===== src/rtl/fp_norm_pkg.sv =====
// fp_norm_pkg: shared states, widths and exponent constants for fp_norm_pack
package fp_norm_pkg;
  typedef enum logic [1:0] {IDLE, NORM, DONE} state_t;
  localparam int MANT_W_DEF = 24;
  localparam int EXP_W_DEF = 8;
  localparam logic [EXP_W_DEF-1:0] EXP_MAX_FINITE = 8'hFE;
  localparam logic [EXP_W_DEF-1:0] EXP_INF = 8'hFF;
  localparam int BIAS = 127;
endpackage


===== src/rtl/fp_norm_pack.sv =====
// fp_norm_pack: iterative one-bit-per-cycle normalize and pack to IEEE-754 single
// FP_NORM_FLAGS_EN adds registered ovf/unf/zero outputs
module fp_norm_pack
  import fp_norm_pkg::*;
#(
  parameter int MANT_W = MANT_W_DEF,
  parameter int EXP_W = EXP_W_DEF
) (
  input  logic clk,
  input  logic rst,
  input  logic in_valid,
  output logic in_ready,
  input  logic [MANT_W-1:0] in_mant,
  input  logic in_carry,
  input  logic [EXP_W-1:0] in_exp,
  input  logic in_sign,
  output logic out_valid,
  input  logic out_ready,
  output logic [EXP_W+MANT_W-1:0] out_result
`ifdef FP_NORM_FLAGS_EN
  ,
  output logic ovf,
  output logic unf,
  output logic zero
`endif
);
  state_t state;
  logic [MANT_W-1:0] mant;
  logic carry;
  logic [EXP_W-1:0] exp;
  logic sign;
  logic hit_ovf, hit_zero, hit_norm, hit_den, finish, flag_unf;
  logic [EXP_W+MANT_W-1:0] res;
  assign in_ready = state == IDLE;
  assign out_valid = state == DONE;
  always_comb begin
    hit_ovf = carry && exp >= EXP_MAX_FINITE;
    hit_zero = !carry && mant == '0;
    hit_norm = !carry && mant[MANT_W-1];
    hit_den = !carry && mant != '0 && !mant[MANT_W-1] && exp <= EXP_W'(1);
    finish = hit_ovf | hit_zero | hit_norm | hit_den;
    flag_unf = hit_den | (hit_norm && exp == '0);
    res = hit_ovf ? {sign, EXP_INF, {(MANT_W-1){1'b0}}} :
          hit_zero ? '0 :
          hit_norm ? {sign, exp, mant[MANT_W-2:0]} :
                     {sign, {EXP_W{1'b0}}, mant[MANT_W-2:0]};
  end
  always_ff @(posedge clk or posedge rst) begin
    if (rst) begin
      state <= IDLE;
      mant <= '0;
      carry <= 1'b0;
      exp <= '0;
      sign <= 1'b0;
      out_result <= '0;
`ifdef FP_NORM_FLAGS_EN
      ovf <= 1'b0;
      unf <= 1'b0;
      zero <= 1'b0;
`endif
    end else begin
      case (state)
        IDLE: if (in_valid) begin
          mant <= in_mant;
          carry <= in_carry;
          exp <= in_exp;
          sign <= in_sign;
          state <= NORM;
        end
        NORM: if (finish) begin
          out_result <= res;
`ifdef FP_NORM_FLAGS_EN
          ovf <= hit_ovf;
          unf <= flag_unf;
          zero <= hit_zero;
`endif
          state <= DONE;
        end else if (carry) begin
          mant <= {1'b1, mant[MANT_W-1:1]};
          exp <= exp + 1'b1;
          carry <= 1'b0;
        end else begin
          mant <= mant << 1;
          exp <= exp - 1'b1;
        end
        DONE: if (out_ready) begin
`ifdef FP_NORM_FLAGS_EN
          ovf <= 1'b0;
          unf <= 1'b0;
          zero <= 1'b0;
`endif
          state <= IDLE;
        end
        default: state <= IDLE;
      endcase
    end
  end
endmodule


===== config.mk =====
export PLATFORM = sky130hd
export DESIGN_NAME = fp_norm_pack
export DESIGN_NICKNAME = d
export VERILOG_FILES = /design/src/rtl/fp_norm_pkg.sv /design/src/rtl/fp_norm_pack.sv
export SDC_FILE = /design/constraint.sdc
export NUM_CORES = 1
export LEC_CHECK = 0
export ABC_AREA = 1
export CORE_MARGIN = 5
export CORE_UTILIZATION = 28
export DETAILED_ROUTE_END_ITERATION = 12
export PLACE_DENSITY = 0.48
export SYNTH_ARGS = -nofsm -noshare
export SYNTH_HDL_FRONTEND = slang
export SYNTH_SLANG_ARGS = --single-unit

===== constraint.sdc =====
create_clock -name clk -period 2.86 [get_ports clk]
set_input_delay 0.715 -clock clk [delete_from_list [all_inputs] [get_ports clk]]
set_output_delay 0.715 -clock clk [all_outputs]
set_load 0.01 [all_outputs]

# ---- Word level (Yosys, flattened, before mapping)
# Cells that the tools add are included.
# W data, S select, Z words.
dict set report word_totals {
  ff_bits 68
  inputBits 38
  output_inout_bits 34
  wordCells 53
}
dict set report op_classes {
  n_addsub 2
  n_lt_le_gt_ge 2
  eq_ne 6
  mux 18
  n_bitwise 3
  n_reduce_logical 16
}
# cell n
set ops {}
lappend ops {{$mux W24} 3}
lappend ops {{$mux W32} 2}
lappend ops {{$pmux W24 S2} 1}
lappend ops {{$mux W31} 1}
lappend ops {{$logic_not A24 Y1} 1}
lappend ops {{$mux W8} 3}
lappend ops {{$reduce_bool A24 Y1} 1}
lappend ops {{$pmux W8 S2} 1}
lappend ops {{$add A8 B1 Y8 const B} 1}
lappend ops {{$ge A8 B8 Y1 const B} 1}
lappend ops {{$le A8 B1 Y1 const B} 1}
lappend ops {{$sub A8 B1 Y8 const B} 1}
lappend ops {{$logic_and A1 B1 Y1} 6}
lappend ops {{$mux W2} 3}
lappend ops {{$ne A2 B2 Y1 const B} 3}
lappend ops {{$pmux W2 S3} 1}
lappend ops {{$reduce_and A3 Y1} 2}
lappend ops {{$reduce_and A2 Y1} 2}
lappend ops {{$or A1 B1 Y1} 3}
lappend ops {{$eq A2 B1 Y1 const B} 1}
lappend ops {{$eq A2 B2 Y1 const B} 1}
lappend ops {{$logic_not A1 Y1} 2}
lappend ops {{$logic_not A2 Y1} 1}
lappend ops {{$mux W1} 2}
lappend ops {{3 further kinds} 3}

# ---- Longest topological paths before layout
# Gate-level depths: netlist of run 1.
dict set report logic_depth {
  depth_word 7
  mapped_depth 12
  mapped_depth_nobuf 12
}

# ---- Least setup slack after synthesis of run 1
# Ideal clock, no wire load.
dict set report synth_path {
  path_type {flip-flop to flip-flop}
  startpoint {reg exp[0]}
  endpoint {reg out_result[23]}
  setup_time_ns 0.121
  t_arrival_ns 1.644
  required_ns 2.739
  setup_slack_ns 1.095
  path_stages_with_launch 11
  n_path_buf 2
  synth_period_minus_slack_ns 1.765
  path_cell_list {dfrtp_1 inv_1 ha_1 o211ai_4 nor2_8 nor2_4 nand2_1 nand2_1 buf_6 buf_6 o21ai_2}
}
dict set report synth_via {
  elab_chain_cells 6
  word_cells_on_any_way 11
  classes_between {2 x order compare; 3 x mux; 3 x bitwise; 3 x reduce/logical}
}
# item line
set synth_lines {}
lappend synth_lines {{start, declared} fp_norm_pack.sv:30} ;# logic [EXP_W-1:0] exp;
lappend synth_lines {{start signal, assigned} fp_norm_pack.sv:66} ;# exp <= in_exp;
lappend synth_lines {{start signal, assigned} fp_norm_pack.sv:80} ;# exp <= exp + 1'b1;
lappend synth_lines {{start signal, assigned} fp_norm_pack.sv:84} ;# exp <= exp - 1'b1;
lappend synth_lines {{$ge A8 B8 Y1} fp_norm_pack.sv:37} ;# hit_ovf = carry && exp >= EXP_MAX_FINITE;
lappend synth_lines {{$logic_and A1 B1 Y1} fp_norm_pack.sv:37}
lappend synth_lines {{$or A1 B1 Y1 (3 in a row)} fp_norm_pack.sv:41} ;# finish = hit_ovf | hit_zero | hit_norm | hit_den;
lappend synth_lines {{$reduce_and A2 Y1 (no line)} -}
lappend synth_lines {{end signal, assigned} fp_norm_pack.sv:71} ;# out_result <= res;
lappend synth_lines {{end, declared} fp_norm_pack.sv:19} ;# output logic [EXP_W+MANT_W-1:0] out_result
# Several ways; a longest one is shown, not always the timed one.
# A chain may end at the register's enable or synchronous reset.

# ---- Final worst setup path of run 1
dict set report layout_path {
  startpoint {reg exp[0]}
  endpoint {reg mant[20]}
}
dict set report layout_via {
  elab_chain_cells 7
  word_cells_on_any_way 9
  classes_between {2 x order compare; 1 x eq/ne; 3 x bitwise; 3 x reduce/logical}
}
# item line
set layout_lines {}
lappend layout_lines {{$ge A8 B8 Y1} fp_norm_pack.sv:37}
lappend layout_lines {{$logic_and A1 B1 Y1} fp_norm_pack.sv:37}
lappend layout_lines {{$or A1 B1 Y1 (2 in a row)} fp_norm_pack.sv:41}
lappend layout_lines {{$or A1 B1 Y1 *} fp_norm_pack.sv:41}
lappend layout_lines {{$ne A2 B2 Y1 (no line) *} -}
lappend layout_lines {{$reduce_and A3 Y1 (no line) *} -}
lappend layout_lines {{end signal, assigned} fp_norm_pack.sv:64} ;# mant <= in_mant;
lappend layout_lines {{end signal, assigned} fp_norm_pack.sv:79} ;# mant <= {1'b1, mant[MANT_W-1:1]};
lappend layout_lines {{end signal, assigned} fp_norm_pack.sv:83} ;# mant <= mant << 1;
lappend layout_lines {{end, declared} fp_norm_pack.sv:28} ;# logic [MANT_W-1:0] mant;
# Every way passes the cells marked *; elsewhere a longest branch is shown, timed or not.

==> results.yml, run 1 <==
yosys:
  synth.area.mux_share_pct: 0.262
  ys_seq_elements: 68
  synth_cells: 509
  synth_top_area_cell: "dfrtp_1"
  syn-cell-area_um2: 3820
  syn_nets: 551
  synth_cell_type_count: 29
  synth_adder_area_share_pct: 1.31
  synthTopCellsByArea: "dfrtp_1 45%, nand2_1 18%, o21ai_0 7.3%, o21ai_2 5.3%, nand3_1 5.2%"
  synth_xor_area_share_pct: 0.918
  synth_warnings: 0
  synth-simple-area-share_pct: 30.4
  synth_top_family_by_area: "simple AND/OR/NAND/NOR gates"
  synth-compound-area-share_pct: 16.0
  syn_avg_cell_area_um2: 7.50
  ys_seq_area_share_pct: 44.6
  synth_top_area_share_pct: 44.6
worst_hold_path:
  whs_endpoint: "sign$_DFFE_PP0P_"
  hp-start: "sign$_DFFE_PP0P_"
  whs_path_depth: 2
  min_path_type: "reg -> reg"
power:
  p_clk_share_pct: 19.3
  swShare_pct: 44.5
  ir_drop_v: 0.000485
  leakage_nw: 2.34
  p_int_mw: 3.28
  switchingPower_mw: 2.63
  comb_power_share_pct: 49.2
  seq_power_share_pct: 31.5
  finalPower_mw: 5.91
  power.density_nw_per_um2: 1190
global_routing:
  grt_overflow: 0
  grt_util_all_layers_pct: 14.0
  grt_pass1_vias: 3549
  antenna_found_initial: 0
  grt_max_degree: 69
  grt_pass1_wl_um: 18300
cts:
  cts_resized: 0
  clock_latency_ns: 0.33
  cts_buffers: 9
  holdBufCountCts: 0
  clock_path_buffers: 2
  cts_tree: "done"
  root_buffer: "clkbuf_16"
  htree_levels: 3
  cts.sinks: 68
  clk_pin_slew_ns: 0.05
  cts_setup_buffers: 0
worst_setup_path:
  r2r_setup_slack_ns: 0.60
  r2r_cells: 9
  worst-setup-path-type: "reg -> reg"
  cp_max_fo: 33
  worst-path-buf-inv: 1
  r2r_end: "mant[20]$_DFFE_PP0P_"
  crit_path_start_kind: "flip-flop"
  arrival_ns: 2.53
  cp.required_ns: 3.13
  r2r-start: "exp[0]$_DFFE_PP0P_"
  crit_chain: "inv_1, ha_1, o211ai_4, nor2_8, nor2_4, nand3_2, nand2_2, nand2_1, nand2_1"
  critPathTopFamily: "simple AND/OR/NAND/NOR gates"
  cp_common_cell: "nand2_1"
  slowest_stage: "nand2_2"
  endpoint_kind: "flip-flop"
  critPathMaxStageDelay_ns: 0.53
cells_and_area:
  num-fill-cells: 1413
  diodes: 0
  drive_gt1_share_pct: 10.5
  layoutNonFillerInstCount: 749
  fin_nets: 611
  syn_to_final_growth_pct: 30.2
timing:
  layout_min_cycle_time_ns: 2.26
  timing.final.hold_violations: 0
  maxSlewViolCount: 0
  timing.fmax_mhz: 442
  fin_worst_skew_ns: 0.00498
  setup_tns_ns: 0
  finalSetupViolCount: 0
  slew_headroom_pct: 20.9
  rsz0062_at_grt: "false"
  min_period_over_period_pct: 79.0
  worstMarginPinSlew_ns: 1.18
route:
  via_count: 3516
  drt-pass1-iter-count: 4
  drc_errors: 0
  drt-initial-drc-count: 175
  drtAntennaViolNets: 0
  routed_wl_um: 10900
  wire_per_inst_um: 14.5
  vias_per_cell: 4.69
floorplanning:
  die_x_um: 127
  die_h_um: 127
  ios: 72
  core_um2: 13300
  num_rows: 42
  start_util_pct: 28.7
  die_area_um2: 16100
place:
  place_inst: 734
  portBuffers: 71
  hpwl_um: 7170
  gp_congestion: 0.786
job:
  cap_viol_max_count: 0
run_status:
  outcome: "completed"
[synthesized netlist by cell type]
| library cell | count |
|---|---|
| o21ai_0 | 56 |
| o211ai_4 | 1 |
| inv_2 | 5 |
| nand3b_1 | 1 |
| nand4_1 | 4 |
| o21ai_2 | 23 |
| dfrtp_1 | 68 |
| o21ai_1 | 9 |
| nor2_2 | 1 |
| a21oi_2 | 1 |
| inv_1 | 13 |
| nor2_8 | 1 |
| nand3_2 | 1 |
| mux2i_1 | 1 |
| clkbuf_1 | 14 |
| buf_4 | 3 |
| xor2_1 | 4 |
| ha_1 | 4 |
| o31ai_1 | 1 |
| buf_6 | 6 |
| nor2_1 | 48 |
| buf_2 | 6 |
| buf_1 | 1 |
| nand2_1 | 185 |
| a21oi_1 | 9 |
| clkbuf_2 | 1 |
| nand2_2 | 1 |
| nor2_4 | 1 |
| nand3_1 | 40 |
[worst max-delay path by stage]
stage	start	endpoint	depth (start not counted)
final	exp[0]$_DFFE_PP0P_	mant[20]$_DFFE_PP0P_	9
after global routing	exp[0]$_DFFE_PP0P_	mant[10]$_DFFE_PP0P_	9
after CTS	exp[0]$_DFFE_PP0P_	exp[6]$_DFFE_PP0P_	9
after detailed placement	exp[0]$_DFFE_PP0P_	exp[5]$_DFFE_PP0P_	9
after global placement	exp[0]$_DFFE_PP0P_	mant[22]$_DFFE_PP0P_	9
after floorplan	rst	carry$_DFFE_PP0P_	1
[cell families after synthesis]
kind of cell / after synthesis
adder cells (fa/ha/maj): 4
XOR/XNOR: 4
flip-flops: 68
multiplexers: 1
AND/OR/NAND/NOR: 283
AO/OA/AOI/OAI: 100
buffers and inverters: 49
[final cells by class]
| cell class | instances | area, µm² | share of cell area, % |
|---|---|---|---|
| multi-input cells | 392 | 1870 | 37.7 |
| flip-flops and latches | 68 | 1700 | 34.3 |
| repair buffers | 80 | 803 | 16.2 |
| clock buffers | 14 | 274 | 5.52 |
| well taps | 176 | 220 | 4.43 |
| inverters | 18 | 67.6 | 1.36 |
| clock inverters | 1 | 30.0 | 0.605 |
[placed cells by master (no fill, tap or decap), types with 6 or more instances in the layout]
cell type / instances
inv_1: 12
o21ai_1: 9
o21ai_0: 56
clkbuf_16: 9
inv_2: 6
a21oi_1: 9
nand2_1: 184
dfrtp_1: 68
nor2_1: 47
buf_4: 7
clkdlybuf4s50_1: 71
nand3_1: 40
o21ai_2: 23
[registers in the layout, summed over array words and instances, names as in the netlist]
signal	cells
state	2
sign	1
mant	24
carry	1
exp	8
out_result	32
[metrics by stage]
| step | util [%] | hold WS [ns] | worst slack (ns) | instance area (µm²) |
|---|---|---|---|---|
| 6_report | 37.4 | 0.475 | 0.600 | 4970 |
| 2_1_floorplan | - | 0.443 | 0.433 | 3820 |
| 5_1_grt | 37.4 | 0.497 | 0.347 | 4970 |
| 3_5_place_dp | 35.1 | 0.469 | 0.604 | 4660 |
| 4_1_cts | 37.4 | 0.481 | 0.584 | 4970 |
| 3_3_place_gp | 35.1 | 0.461 | 0.674 | 4660 |
[layer usage]
layer / up-vias / share of wire (%) / global-route usage [%]
met5: - / 0 / 0
met4: 0 / 1.1 / 2.90
met3: 11 / 4.2 / 4.16
met2: 69 / 48 / 23.5
met1: 1662 / 47 / 18.0
li1: 1774 / - / -
[power groups by stage]
stage          clock [mW]  sequential (mW)  combinational, mW
2_1_floorplan           0             1.80               2.06
3_3_place_gp            0             1.88               2.93
3_5_place_dp            0             1.88               2.94
4_1_cts              1.17             1.86               2.96
5_1_grt              1.22             1.94               3.30
6_report             1.14             1.86               2.91
[worst reg2reg max path: cells and delay by family, from the launching register on]
kind                       cells  cell delay, ns
AOI/OAI and AO/OA              1            0.22
adders and majority gates      1            0.24
buffers and inverters          1            0.12
DFF                            1            0.46
and+or+nand+nor                6            1.17
No activity file was read; power rests on OpenSTA's default activity.
==> run 2: changes to the inputs <==
==> constraint.sdc (replaced) <==
create_clock -name clk -period 2.2 [get_ports clk]
set_input_delay 0.55 -clock clk [delete_from_list [all_inputs] [get_ports clk]]
set_output_delay 0.55 -clock clk [all_outputs]
set_load 0.01 [all_outputs]
==> run 2 against run 1 <==
  * First-iteration DRC count is 25% lower
  * Worst setup slack worse by 0.42 ns
  * Clock skew rose by 0.0053 ns
  * Via count grew 0.97%
  * Non-clock buffer count grew 9
  * Largest power group unchanged
==> results.yml, run 2 (same netlist as run 1, synthesis figures left out) <==
floorplanning:
  core_um2: 13300
  num_rows: 42
  die_h_um: 127
  ios: 72
  die_x_um: 127
  start_util_pct: 28.7
  die_area_um2: 16100
route:
  wire_per_inst_um: 14.4
  drt-pass1-iter-count: 4
  wl_met2_um: 5030
  routed_wl_um: 11000
  m1WireLength_um: 5190
  top_layer: "met4"
  drtAntennaViolNets: 0
  drc_errors: 0
  vias_per_cell: 4.68
  via_count: 3550
  dr_wl_met3_um: 562
  drt-initial-drc-count: 131
worst_setup_path:
  arrival_ns: 1.47
  worst-path-buf-inv: 1
  r2r_end: "mant[6]$_DFFE_PP0P_"
  critPathTopFamily: "buffers and inverters"
  crit_chain: "nor2_1, clkdlybuf4s50_1"
  cp.required_ns: 1.65
  r2r_cells: 10
  critPathMaxStageDelay_ns: 0.57
  crit_path_start_kind: "flip-flop"
  r2r_setup_slack_ns: 0.27
  r2r-start: "exp[1]$_DFFE_PP0P_"
  worst-setup-path-type: "reg -> out"
  slowest_stage: "clkdlybuf4s50_1"
  cp_max_fo: 4
  endpoint_kind: "output pin"
cts:
  cts_buffers: 9
  root_buffer: "clkbuf_16"
  cts_tree: "done"
  htree_levels: 3
  cts.sinks: 68
  clock_path_buffers: 2
  clock_latency_ns: 0.34
  clk_pin_slew_ns: 0.06
global_routing:
  grt_util_all_layers_pct: 14.1
  grt_pass1_wl_um: 18300
  antenna_found_initial: 0
  grt_overflow: 0
  grt_max_degree: 42
  grt_pass1_vias: 3623
cells_and_area:
  drive_gt1_share_pct: 12.5
  largest_register_ff_count: 32
  final_core_util_pct: 38.4
  layout_commonest_cell: "nand2_1"
  largest-register: "out_result"
  layoutNonFillerInstCount: 759
  diodes: 0
  seq_area_um2: 1700
  multi_input_area_um2: 1870
  layout_common_cells: "184 x nand2_1, 71 x clkdlybuf4s50_1, 67 x dfrtp_1, 56 x o21ai_0, 47 x nor2_1"
  syn_to_final_growth_pct: 33.6
  final_cell_area_um2: 5100
  fin_nets: 620
  num-fill-cells: 1385
  reg_top3: "out_result x32, mant x24, exp x8"
job:
  cap_viol_max_count: 0
timing:
  layout_min_cycle_time_ns: 2.02
  timing.fmax_mhz: 495
  slew_headroom_pct: 60.9
  setup_tns_ns: 0
  min_period_over_period_pct: 91.8
  maxSlewViolCount: 0
  fin_worst_skew_ns: 0.0103
  rsz0062_at_grt: "false"
  timing.final.hold_violations: 0
  whs_ns: 0.477
  worstMarginPinSlew_ns: 0.585
  finalSetupViolCount: 0
  setup_slack_ns: 0.181
place:
  hpwl_um: 7750
  portBuffers: 71
  pre_cts_ws_ns: 0.0756
  place_area_um2: 4760
  place_inst: 742
  gp_congestion: 0.790
worst_hold_path:
  min_path_type: "reg -> reg"
  whs_endpoint: "sign$_DFFE_PP0P_"
  hp-start: "sign$_DFFE_PP0P_"
  whs_path_depth: 2
power:
  ir_drop_v: 0.000493
  finalPower_mw: 7.97
  power.density_nw_per_um2: 1560
  leakage_nw: 2.40
run_status:
  outcome: "completed"
==> run 2: cell count changes in the layout (fill, tap and decap cells not counted), sizes merged <==
| cell | before | now |
|---|---|---|
| bufinv | 1 | 2 |
| clkinv | 0 | 4 |
| clkinvlp | 0 | 1 |
| clkbuf | 14 | 10 |
| buf | 9 | 18 |
| inv | 18 | 17 |
==> run 2: layout make-up <==
type                       count  share of cell area, %
multi-input combinational    392                   36.7
sequential                    68                   33.4
timing repair buffer          89                   17.8
clock buffer                  10                   4.69
tap                          176                   4.32
clock inverter                 6                   1.72
inverter                      18                   1.40
==> run 2: how the worst max path moves through the flow <==
stage	startpoint	endpoint	slack [ns]	depth (start not counted)
after CTS	exp[1]$_DFFE_PP0P_	mant[6]$_DFFE_PP0P_	0.06	9
after global routing	mant[18]$_DFFE_PP0P_	mant[18]$_DFFE_PP0P_	0.07	11
after floorplan	exp[0]$_DFFE_PP0P_	out_result[23]$_DFFE_PP0P_	0.44	10
after global placement	exp[1]$_DFFE_PP0P_	mant[10]$_DFFE_PP0P_	0.14	9
after detailed placement	exp[1]$_DFFE_PP0P_	mant[6]$_DFFE_PP0P_	0.08	9
final	state[0]$_DFFE_PP0P_	in_ready	0.18	2
==> run 2: timing repair <==
item | CTS | global route
buffers inserted | 0 | 1
hold buffers | 0 | 0
endpoints found under the setup margin | 0 | 46
gates resized for setup | 0 | 1
endpoints found under the hold margin | 0 | 0
==> run 2: tightest hold or removal path: stages (launching register included) <==
cell	delay, ns
dfrtp_1	0.34
nand2_1	0.05
nand2_1	0.06
==> run 2: per-layer routing <==
layer | vias up | track usage, %
met5 | - | 0
met4 | 0 | 4.29
met3 | 14 | 3.78
met2 | 88 | 22.3
met1 | 1663 | 18.8
li1 | 1785 | -
==> run 2: power by group <==
group / leakage (nW) / internal, mW / switching (mW)
clock: 0.162 / 1.02 / 0.568
combinational: 1.37 / 1.63 / 2.37
sequential: 0.865 / 1.82 / 0.563
total: 2.40 / 4.47 / 3.51
==> run 3: changes to the inputs <==
--- a/config.mk
+++ b/config.mk
@@ -10,6 +10,7 @@
 export CORE_UTILIZATION = 28
 export DETAILED_ROUTE_END_ITERATION = 12
 export PLACE_DENSITY = 0.48
+export SETUP_SLACK_MARGIN = 0.2
 export SYNTH_ARGS = -nofsm -noshare
 export SYNTH_HDL_FRONTEND = slang
 export SYNTH_SLANG_ARGS = --single-unit
==> run 3 against run 2 <==
  * Global-route usage about the same
  * Fmax grew 9.4%
  * Wire length is 1.7% higher
  * Utilization rose by 0.37 points
  * Worst setup slack improved by 0.17 ns
  * Register-to-register slack improved by 0.08 ns
==> results.yml, run 3 (same netlist as run 1, synthesis figures left out) <==
cts:
  clock_latency_ns: 0.34
  htree_levels: 3
  root_buffer: "clkbuf_16"
  cts_buffers: 9
  clock_path_buffers: 2
  cts_tree: "done"
  cts.sinks: 68
  clk_pin_slew_ns: 0.06
timing:
  worstMarginPinSlew_ns: 0.472
  timing.fmax_mhz: 542
  setup_slack_ns: 0.355
  min_period_over_period_pct: 83.9
  layout_min_cycle_time_ns: 1.85
  maxSlewViolCount: 0
  setup_tns_ns: 0
  slew_headroom_pct: 68.5
  fin_worst_skew_ns: 0.00902
  timing.final.hold_violations: 0
  rsz0062_at_grt: "false"
  finalSetupViolCount: 0
  whs_ns: 0.479
worst_hold_path:
  whs_path_depth: 2
  min_path_type: "reg -> reg"
global_routing:
  globalRouteMet1Util_pct: 18.8
  grt_pass1_wl_um: 18300
  globalRouteMet3Util_pct: 3.78
  grt_util_met2_pct: 22.2
  grt_pass1_vias: 3653
  grt_util_all_layers_pct: 14.1
  grt_overflow: 0
  antenna_found_initial: 0
  grt-busiest-layer: "met2"
  grt_max_degree: 42
cells_and_area:
  layout_common_cells: "184 x nand2_1, 69 x clkdlybuf4s50_1, 67 x dfrtp_1, 55 x o21ai_0, 45 x nor2_1"
  drive_gt1_share_pct: 13.3
  multi_input_area_um2: 1890
  syn_to_final_growth_pct: 34.9
  fin_nets: 622
  diodes: 0
  num-fill-cells: 1377
  final_core_util_pct: 38.7
  layoutNonFillerInstCount: 761
  seq_area_um2: 1700
  reg_top3: "out_result x32, mant x24, exp x8"
  layout_commonest_cell: "nand2_1"
  largest-register: "out_result"
  final_cell_area_um2: 5150
  largest_register_ff_count: 32
worst_setup_path:
  cp.required_ns: 2.41
  cp_max_fo: 20
  endpoint_kind: "flip-flop"
  arrival_ns: 2.06
  r2r_setup_slack_ns: 0.35
  crit_end: "out_result[29]$_DFFE_PP0P_"
  r2r-start: "exp[1]$_DFFE_PP0P_"
  worst-setup-path-type: "reg -> reg"
  crit_path_start_kind: "flip-flop"
  r2r_end: "out_result[29]$_DFFE_PP0P_"
  r2r_cells: 9
  crit_start: "exp[1]$_DFFE_PP0P_"
place:
  gp_congestion: 0.790
  pre_cts_ws_ns: 0.0756
  place_inst: 742
  portBuffers: 71
  hpwl_um: 7750
  place_area_um2: 4760
route:
  via_count: 3537
  drtAntennaViolNets: 0
  drt-pass1-iter-count: 4
  vias_per_cell: 4.65
  wire_per_inst_um: 14.6
  drt-initial-drc-count: 166
  routed_wl_um: 11100
  drc_errors: 0
job:
  cap_viol_max_count: 0
floorplanning:
  die_h_um: 127
  start_util_pct: 28.7
  die_area_um2: 16100
  die_x_um: 127
  num_rows: 42
  core_um2: 13300
  ios: 72
power:
  power.density_nw_per_um2: 1560
  finalPower_mw: 8.05
  leakage_nw: 2.44
  ir_drop_v: 0.000491
run_status:
  outcome: "completed"
[run 3: repair_timing]
action                                  4_1_cts  5_1_grt
cloned                                        0        1
endpoints found under the hold margin         0        0
endpoints found under the setup margin       57       62
setup buffers                                 2        0
hold buffers                                  0        0
pin swaps                                     1        0
gates resized for setup                       2        6
[run 3: metal layers]
metal	part of all wire, %	wire (µm)
met1	47	5190
met2	47	5220
met3	5.0	553
met4	1.6	178
met5	0	0
[run 3: how the worst min path moves through the flow]
stage                                from                          to  slack, ns
6_report                 sign$_DFFE_PP0P_            sign$_DFFE_PP0P_       0.48
2_1_floorplan            sign$_DFFE_PP0P_            sign$_DFFE_PP0P_       0.44
3_5_place_dp   out_result[10]$_DFFE_PP0P_  out_result[10]$_DFFE_PP0P_       0.47
5_1_grt        out_result[20]$_DFFE_PP0P_  out_result[20]$_DFFE_PP0P_       0.49
3_3_place_gp             sign$_DFFE_PP0P_            sign$_DFFE_PP0P_       0.47
4_1_cts        out_result[19]$_DFFE_PP0P_  out_result[19]$_DFFE_PP0P_       0.49
[run 3: cell type report]
class	count	share of cell area [%]
Tap cell	176	4.28
Multi-Input combinational cell	392	36.6
Sequential cell	68	33.1
Timing Repair Buffer	91	18.3
Clock buffer	10	4.64
Clock inverter	6	1.70
Inverter	18	1.39
[run 3: where the power goes]
group | internal [mW] | switching [mW]
logic | 1.66 | 2.41
registers | 1.82 | 0.567
clock network | 1.02 | 0.569
total | 4.50 | 3.55
[run 3: critical path, stage by stage, from the launching register on]
cell,delay [ns]
dfrtp_2,0.44
inv_1,0.11
ha_1,0.20
o21ai_1,0.16
nor2_1,0.08
a21oi_2,0.17
nand2_1,0.08
nand2_2,0.16
clkbuf_16,0.24
o21ai_1,0.08
